**src/rtl/text_console.sv**
```systemverilog
// Character console: turns an ASCII byte stream into screen-buffer writes, cursor moves and line clears.
// Latency: a printable byte is written one cycle after acceptance; redraw follows the last write by one cycle.
// Backpressure: in_ready is high only when idle. Scroll-on-last-row is enabled by TEXT_CONSOLE_SCROLL_EN.
module text_console #(
    parameter int         COLS  = 40,
    parameter int         ROWS  = 30,
    parameter logic [7:0] BLANK = 8'h20
) (
    input  logic        clk_sys,
    input  logic        rst_n,
    input  logic        in_valid,
    input  logic [7:0]  in_data,
    output logic        in_ready,
    output logic        buf_wr,
    output logic [10:0] buf_addr,
    output logic [7:0]  buf_data,
    output logic [10:0] buf_rd_addr,
    input  logic [7:0]  buf_rd_data,
    output logic [5:0]  cursor_col,
    output logic [4:0]  cursor_row,
    output logic        redraw
);
    localparam logic [5:0]  LAST_COL = 6'(COLS - 1);
    localparam logic [4:0]  LAST_ROW = 5'(ROWS - 1);
    localparam logic [10:0] COLS_W   = 11'(COLS);

    typedef enum logic [1:0] {
        IDLE,
        PUT,
        CLEAR
`ifdef TEXT_CONSOLE_SCROLL_EN
        , SCROLL
`endif
    } state_t;

    state_t      state_q, state_d;
    logic [5:0]  col_q, col_d;
    logic [4:0]  row_q, row_d;
    logic [7:0]  put_dat_q, put_dat_d;
    logic        put_adv_q, put_adv_d;
    logic [5:0]  clr_q, clr_d;
    logic        redraw_q, redraw_d;
    logic        rdy_en_q;
    logic        accept;
    logic        newline;
    logic [10:0] row_base;

`ifdef TEXT_CONSOLE_SCROLL_EN
    localparam logic [10:0] LAST_CELL = 11'(COLS * ROWS - 1);
    logic [10:0] rd_addr_q, rd_addr_d;
    logic        rd_act_q, rd_act_d;
    logic        pend_q, pend_d;
    logic [10:0] wr_addr_q, wr_addr_d;
`else
    logic unused_rd_data;
    assign unused_rd_data = ^buf_rd_data;
`endif

    assign row_base = 11'(row_q) * COLS_W;
    assign accept   = in_valid && in_ready;

    always_comb begin
        state_d   = state_q;
        col_d     = col_q;
        row_d     = row_q;
        put_dat_d = put_dat_q;
        put_adv_d = put_adv_q;
        clr_d     = clr_q;
        redraw_d  = 1'b0;
        newline   = 1'b0;
        buf_wr    = 1'b0;
        buf_addr  = row_base + 11'(col_q);
        buf_data  = put_dat_q;
`ifdef TEXT_CONSOLE_SCROLL_EN
        rd_addr_d = rd_addr_q;
        rd_act_d  = rd_act_q;
        pend_d    = pend_q;
        wr_addr_d = wr_addr_q;
`endif
        case (state_q)
            IDLE: begin
                if (accept) begin
                    if (in_data >= 8'h20 && in_data <= 8'h7E) begin
                        put_dat_d = in_data;
                        put_adv_d = 1'b1;
                        state_d   = PUT;
                    end else if (in_data == 8'h0A) begin
                        col_d   = 6'd0;
                        newline = 1'b1;
                    end else if (in_data == 8'h0D) begin
                        col_d = 6'd0;
                    end else if (in_data == 8'h08 && col_q != 6'd0) begin
                        // Backspace blanks the cell it moves onto, cursor stays there.
                        col_d     = col_q - 6'd1;
                        put_dat_d = BLANK;
                        put_adv_d = 1'b0;
                        state_d   = PUT;
                    end
                end
            end
            PUT: begin
                buf_wr = 1'b1;
                if (put_adv_q && col_q == LAST_COL) begin
                    col_d   = 6'd0;
                    newline = 1'b1;
                end else begin
                    if (put_adv_q) begin
                        col_d = col_q + 6'd1;
                    end
                    state_d  = IDLE;
                    redraw_d = 1'b1;
                end
            end
            CLEAR: begin
                buf_wr   = 1'b1;
                buf_addr = row_base + 11'(clr_q);
                buf_data = BLANK;
                if (clr_q == LAST_COL) begin
                    clr_d    = 6'd0;
                    state_d  = IDLE;
                    redraw_d = 1'b1;
                end else begin
                    clr_d = clr_q + 6'd1;
                end
            end
`ifdef TEXT_CONSOLE_SCROLL_EN
            SCROLL: begin
                // Read of cell i is issued one cycle before its copy lands at i-COLS.
                buf_wr    = pend_q;
                buf_addr  = wr_addr_q;
                buf_data  = buf_rd_data;
                pend_d    = rd_act_q;
                wr_addr_d = rd_addr_q - COLS_W;
                if (rd_act_q) begin
                    if (rd_addr_q == LAST_CELL) begin
                        rd_act_d  = 1'b0;
                        rd_addr_d = 11'd0;
                    end else begin
                        rd_addr_d = rd_addr_q + 11'd1;
                    end
                end else if (pend_q) begin
                    clr_d   = 6'd0;
                    state_d = CLEAR;
                end
            end
`endif
            default: state_d = IDLE;
        endcase

        if (newline) begin
            clr_d = 6'd0;
            if (row_q != LAST_ROW) begin
                row_d   = row_q + 5'd1;
                state_d = CLEAR;
            end else begin
`ifdef TEXT_CONSOLE_SCROLL_EN
                rd_addr_d = COLS_W;
                rd_act_d  = 1'b1;
                pend_d    = 1'b0;
                state_d   = SCROLL;
`else
                row_d   = 5'd0;
                state_d = CLEAR;
`endif
            end
        end
    end

    always_ff @(posedge clk_sys or negedge rst_n) begin
        if (!rst_n) begin
            state_q   <= IDLE;
            col_q     <= 6'd0;
            row_q     <= 5'd0;
            put_dat_q <= 8'd0;
            put_adv_q <= 1'b0;
            clr_q     <= 6'd0;
            redraw_q  <= 1'b0;
            rdy_en_q  <= 1'b0;
        end else begin
            state_q   <= state_d;
            col_q     <= col_d;
            row_q     <= row_d;
            put_dat_q <= put_dat_d;
            put_adv_q <= put_adv_d;
            clr_q     <= clr_d;
            redraw_q  <= redraw_d;
            rdy_en_q  <= 1'b1;
        end
    end

`ifdef TEXT_CONSOLE_SCROLL_EN
    always_ff @(posedge clk_sys or negedge rst_n) begin
        if (!rst_n) begin
            rd_addr_q <= 11'd0;
            rd_act_q  <= 1'b0;
            pend_q    <= 1'b0;
            wr_addr_q <= 11'd0;
        end else begin
            rd_addr_q <= rd_addr_d;
            rd_act_q  <= rd_act_d;
            pend_q    <= pend_d;
            wr_addr_q <= wr_addr_d;
        end
    end
    assign buf_rd_addr = rd_addr_q;
`else
    assign buf_rd_addr = 11'd0;
`endif

    // rdy_en_q keeps in_ready low through reset and releases it one clock later.
    assign in_ready   = rdy_en_q && (state_q == IDLE);
    assign redraw     = redraw_q;
    assign cursor_col = col_q;
    assign cursor_row = row_q;

endmodule

```
**config.mk**
```make
export PLATFORM = sky130hd
export DESIGN_NAME = text_console
export DESIGN_NICKNAME = d
export VERILOG_FILES = /design/src/rtl/text_console.sv
export SDC_FILE = /design/constraint.sdc
export NUM_CORES = 1
export LEC_CHECK = 0
export ABC_AREA = 0
export BUFFER_PORTS_ARGS = -buffer_cell sky130_fd_sc_hd__buf_2
export CORE_ASPECT_RATIO = 0.9
export CORE_MARGIN = 3
export CORE_UTILIZATION = 50
export CTS_CLUSTER_SIZE = 16
export DETAILED_ROUTE_END_ITERATION = 7
export GPL_TIMING_DRIVEN = 1
export PLACE_DENSITY_LB_ADDON = 0.1
export SKIP_LAST_GASP = 1
export SLEW_MARGIN = 20
export SYNTH_ARGS = -nofsm -noshare
export SYNTH_HDL_FRONTEND = slang
export SYNTH_SLANG_ARGS = --single-unit
export TNS_END_PERCENT = 30
```
**constraint.sdc**
```tcl
create_clock -name clk_sys -period 3.2 [get_ports clk_sys]
set_input_delay 0.32 -clock clk_sys [delete_from_list [all_inputs] [get_ports clk_sys]]
set_output_delay 0.32 -clock clk_sys [all_outputs]
set_load 0.01 [all_outputs]
```
==> summary by stage <==
Clock network
The root buffer cell chosen for the clock tree is sky130_fd_sc_hd__clkbuf_8. After clock tree synthesis, the clock-pin slew on the worst setup and hold paths is ~0.070 ns. At the later pin of the worst-skew pair, clock insertion delay measures between 0.2 and 0.3 ns. TritonCTS built the clock tree. The number of buffers inserted by post-CTS setup repair is 0. Post-CTS repair changed the size of 0 cells. The maximum level of the CTS H-tree is 2. The number of buffers inserted for hold repair after clock tree synthesis is 0. The number of buffers added by the clock tree synthesis step is 5.

The clock drives 30 sinks. In this run the deepest clock path goes through 2 buffers.

Drt
The vias after detailed routing is around 1,900. The number of design rule violations left after detail routing is 0. The number of DRC violations after detailed-routing iteration 0 is between 100 and 150. The final layout contains routed wiring with a total length of about 5.0 mm. The routed wirelength normalized by instance count is around 14 µm. The number of iterations in the first detailed-routing pass is 4. The detail route stage leaves a number of antenna-violating nets equal to 0. The detailed-route vias per instance is between 5 and 6.

Power
The part of the total power dissipated in sequential elements is roughly two fifths. The total internal power is between 0.7 and 0.8 mW. The net switching fraction of the power is between 20% and 30%. The share of total power in the clock network is approximately 36%. The standby leakage power is ~1.3 nW. The worst-case IR drop observed on VDD is 0.2841 mV. Summed over all nets, the switching power comes to approximately 0.33 mW.

In this run the power density over the cells is about 430 mW/mm². Per report_power, the combinational group accounts for ~25% of the total. After layout, the design draws a total of ~1.1 mW.

Synth
The predominant post-synthesis flop cell is sky130_fd_sc_hd__dfrtp_1. In this run, synthesis produced a sequential element count of 30. After synthesis, the share of flip-flops with an asynchronous set or reset is between 90% and 100%. The library cell occupying the most area in the post-synthesis netlist is sky130_fd_sc_hd__dfrtp_1. Synthesis handed over a netlist of 246 instances. Summed over its instances, the top area cell type makes up about a third of the synthesized netlist area. Of the synthesized area, sequential elements account for between 30% and 40%.

After synthesis, the most frequently instantiated cells are sky130_fd_sc_hd__dfrtp_1 (30), sky130_fd_sc_hd__nor2_1 (20), sky130_fd_sc_hd__ha_1 (18). A synthesized cell averages 9.135 µm². The number of different library cells in the post-synthesis netlist is 49. The count of flip-flops with a built-in enable after synthesis is 0. The post-synth design cell area is approximately 0.0022 mm². The most common cell in the netlist is sky130_fd_sc_hd__dfrtp_1. The warning count from the yosys run is 0. In the post-synthesis netlist, the biggest area contributors are sky130_fd_sc_hd__dfrtp_1 (33%), sky130_fd_sc_hd__ha_1 (10%), sky130_fd_sc_hd__buf_4 (4.0%), sky130_fd_sc_hd__a21oi_1 (3.8%), sky130_fd_sc_hd__nor2_1 (3.3%).

Timing
The worst pin sits at a relative slew slack of between 50% and 60%. The final sum of negative setup slack is 0 ns. Based on the critical path, the design can be clocked at up to 0.3336 GHz. The worst path uses between 90% and 100% of the clock period. The number of slew-limit violations in the final report was 0.

The final critical delay including setup and external delays is around 3 ns. The count of endpoints failing hold in the final timing report came to 0. Across the routed clock network, the largest skew measured is between 0.007 and 0.008 ns. Setup repair after global routing left no endpoint under its margin. The slew at the pin closest to its max-slew limit is 0.6649 ns. Setup violations remaining at the end of the flow were counted as 0.

Setup path
For the worst setup path, the data required time is between 2 and 3 ns. The worst setup path is captured at a primary output. At the worst endpoint, the arrival time is between 2 and 3 ns. The top fanout value on the critical path is 4. The type of element launching the critical path is a flip-flop. The kind of critical path is reg -> out.

Place
The congestion estimate from routability-driven global placement came to roughly 0.8. The number of buffers added on ports is 43. Detailed placement finished with a half-perimeter wire length of approximately 3.7 mm.

Global routing
The initial antenna violation count is 0. Entering global routing, the biggest net connects 31 pins. The first global-routing pass estimated around 8.4 mm of wire. For this run the aggregate overflow at the end of global routing stands at 0. The via count of the first global-routing pass came to 1,715. Across every metal layer, demand over resource in global routing totals 19.17%.

Floorplan
The initialized floorplan defines 22 standard-cell rows. The total area inside the core boundary comes to 0.004212 mm². For this design the top-level I/O count stands at between 60 and 70. The effective utilization at floorplan is a little over half. The die outline height is approximately 70 µm.

The floorplan step defined a die boundary enclosing about 0.0053 mm². The die is between 70 and 80 µm wide.

Finish
In the final design database the tool counted roughly 330 nets. In the final layout, the share of cells above drive strength 1 is a little under a quarter. 0 antenna diodes ended up in the layout.

The area growth from synthesis to layout is 14.87%.

Worst hold path
The class of the worst hold path is in -> async.

Run
Across the run, the number of max-cap violations was 0.

Outcome
The run finished with clean final reports.
==> final timing paths <==
kind | start | to | slack [ns] | depth (start not counted)
max | state_q[0] | buf_addr[9] | 0.20 | 10
min | rst_n | put_dat_q[1] | 0.07 | 1
max reg2reg | state_q[0] | cursor_col[2] | 0.90 | 8
min reg2reg | put_dat_q[7] | put_dat_q[7] | 0.48 | 1
max in group asynchronous | rst_n | clr_q[4] | 2.69 | 1
min in group clk_sys | in_data[4] | put_dat_q[4] | 0.29 | 2
==> area by class of cell <==
class	count	area (µm²)
Fill cell	413	1630
Inverter	11	41.29
Clock buffer	6	82.58
Tap cell	60	75.07
Multi-Input combinational cell	194	1356
Sequential cell	30	750.7
Timing Repair Buffer	47	245.2
Clock inverter	1	30.03
==> critical path, cell delays in order, from the launching register on <==
cell,delay (ns)
sky130_fd_sc_hd__dfrtp_1,0.39
sky130_fd_sc_hd__inv_1,0.11
sky130_fd_sc_hd__ha_1,0.27
sky130_fd_sc_hd__mux2_2,0.36
sky130_fd_sc_hd__ha_1,0.20
sky130_fd_sc_hd__fa_1,0.41
sky130_fd_sc_hd__a21o_1,0.18
sky130_fd_sc_hd__nand2_1,0.11
sky130_fd_sc_hd__nor3_1,0.07
sky130_fd_sc_hd__xor2_1,0.15
sky130_fd_sc_hd__buf_2,0.15
==> cells by family after synthesis <==
| kind of cell | after synthesis | synth area share, % |
|---|---|---|
| flops | 30 | 33.41 |
| other cells | 2 | 0.3342 |
| buf+inv | 32 | 7.906 |
| simple gates | 85 | 20.55 |
| mux | 7 | 3.396 |
| xor+xnor | 9 | 3.508 |
| compound gates | 61 | 19.10 |
| fa+ha+maj | 20 | 11.80 |
==> layer usage <==
metal	share of wire, %	track usage, %	vias to the layer above
li1	-	-	947
met1	52	29.94	913
met2	43	26.79	45
met3	4.8	4.156	2
met4	0.38	3.823	0
met5	0	0	-
==> power by group through the flow <==
stage	clock network (mW)	logic, mW	registers [mW]
floorplan	0	0.195	0.437
global placement	0	0.270	0.439
detailed placement	0	0.273	0.441
CTS	0.402	0.274	0.434
finish	0.392	0.274	0.434
global route	0.418	0.305	0.438
==> per-stage QoR <==
stage	hold slack, ns	utilization (%)	area (µm²)	instances	worst slack [ns]
2_1_floorplan	0.02441	-	2285	256	0.3013
3_3_place_gp	0.4016	58.62	2469	342	0.5770
3_5_place_dp	0.4049	58.62	2469	342	0.5355
4_1_cts	0.1060	61.29	2581	349	0.2188
5_1_grt	0.1219	61.29	2581	349	0.1190
6_report	0.07161	61.29	2581	349	0.2026
==> placed cells by master (no fill, tap or decap), types with 3 or more instances in the layout <==
cell type,Yosys,final
sky130_fd_sc_hd__nor3b_1,3,3
sky130_fd_sc_hd__nand4_1,6,6
sky130_fd_sc_hd__dfrtp_1,30,30
sky130_fd_sc_hd__clkbuf_8,0,6
sky130_fd_sc_hd__xnor2_1,3,3
sky130_fd_sc_hd__mux2_2,5,5
sky130_fd_sc_hd__nand3_1,6,6
sky130_fd_sc_hd__nand2_1,17,17
sky130_fd_sc_hd__xor2_1,6,6
sky130_fd_sc_hd__a22o_1,6,6
sky130_fd_sc_hd__buf_4,12,4
sky130_fd_sc_hd__a32o_1,3,3
sky130_fd_sc_hd__nor2_1,20,20
sky130_fd_sc_hd__inv_1,11,11
sky130_fd_sc_hd__o21ai_0,10,10
sky130_fd_sc_hd__a21o_1,5,5
sky130_fd_sc_hd__a31oi_1,5,5
sky130_fd_sc_hd__nor3_1,5,5
sky130_fd_sc_hd__buf_2,4,43
sky130_fd_sc_hd__nor2b_1,9,9
sky130_fd_sc_hd__and4_1,3,3
sky130_fd_sc_hd__and3_1,4,4
sky130_fd_sc_hd__conb_1,2,12
sky130_fd_sc_hd__ha_1,18,18
sky130_fd_sc_hd__a21oi_1,17,17
sky130_fd_sc_hd__and2_1,3,3
==> sequential cells by signal, summed over array words and instances, names as in the netlist <==
| signal | cells |
|---|---|
| put_dat_q | 8 |
| clr_q | 6 |
| cursor_col | 6 |
| cursor_row | 5 |
| state_q | 2 |
| put_adv_q | 1 |
| rdy_en_q | 1 |
| redraw | 1 |
Note: power is estimated with default switching activity, not from simulation.
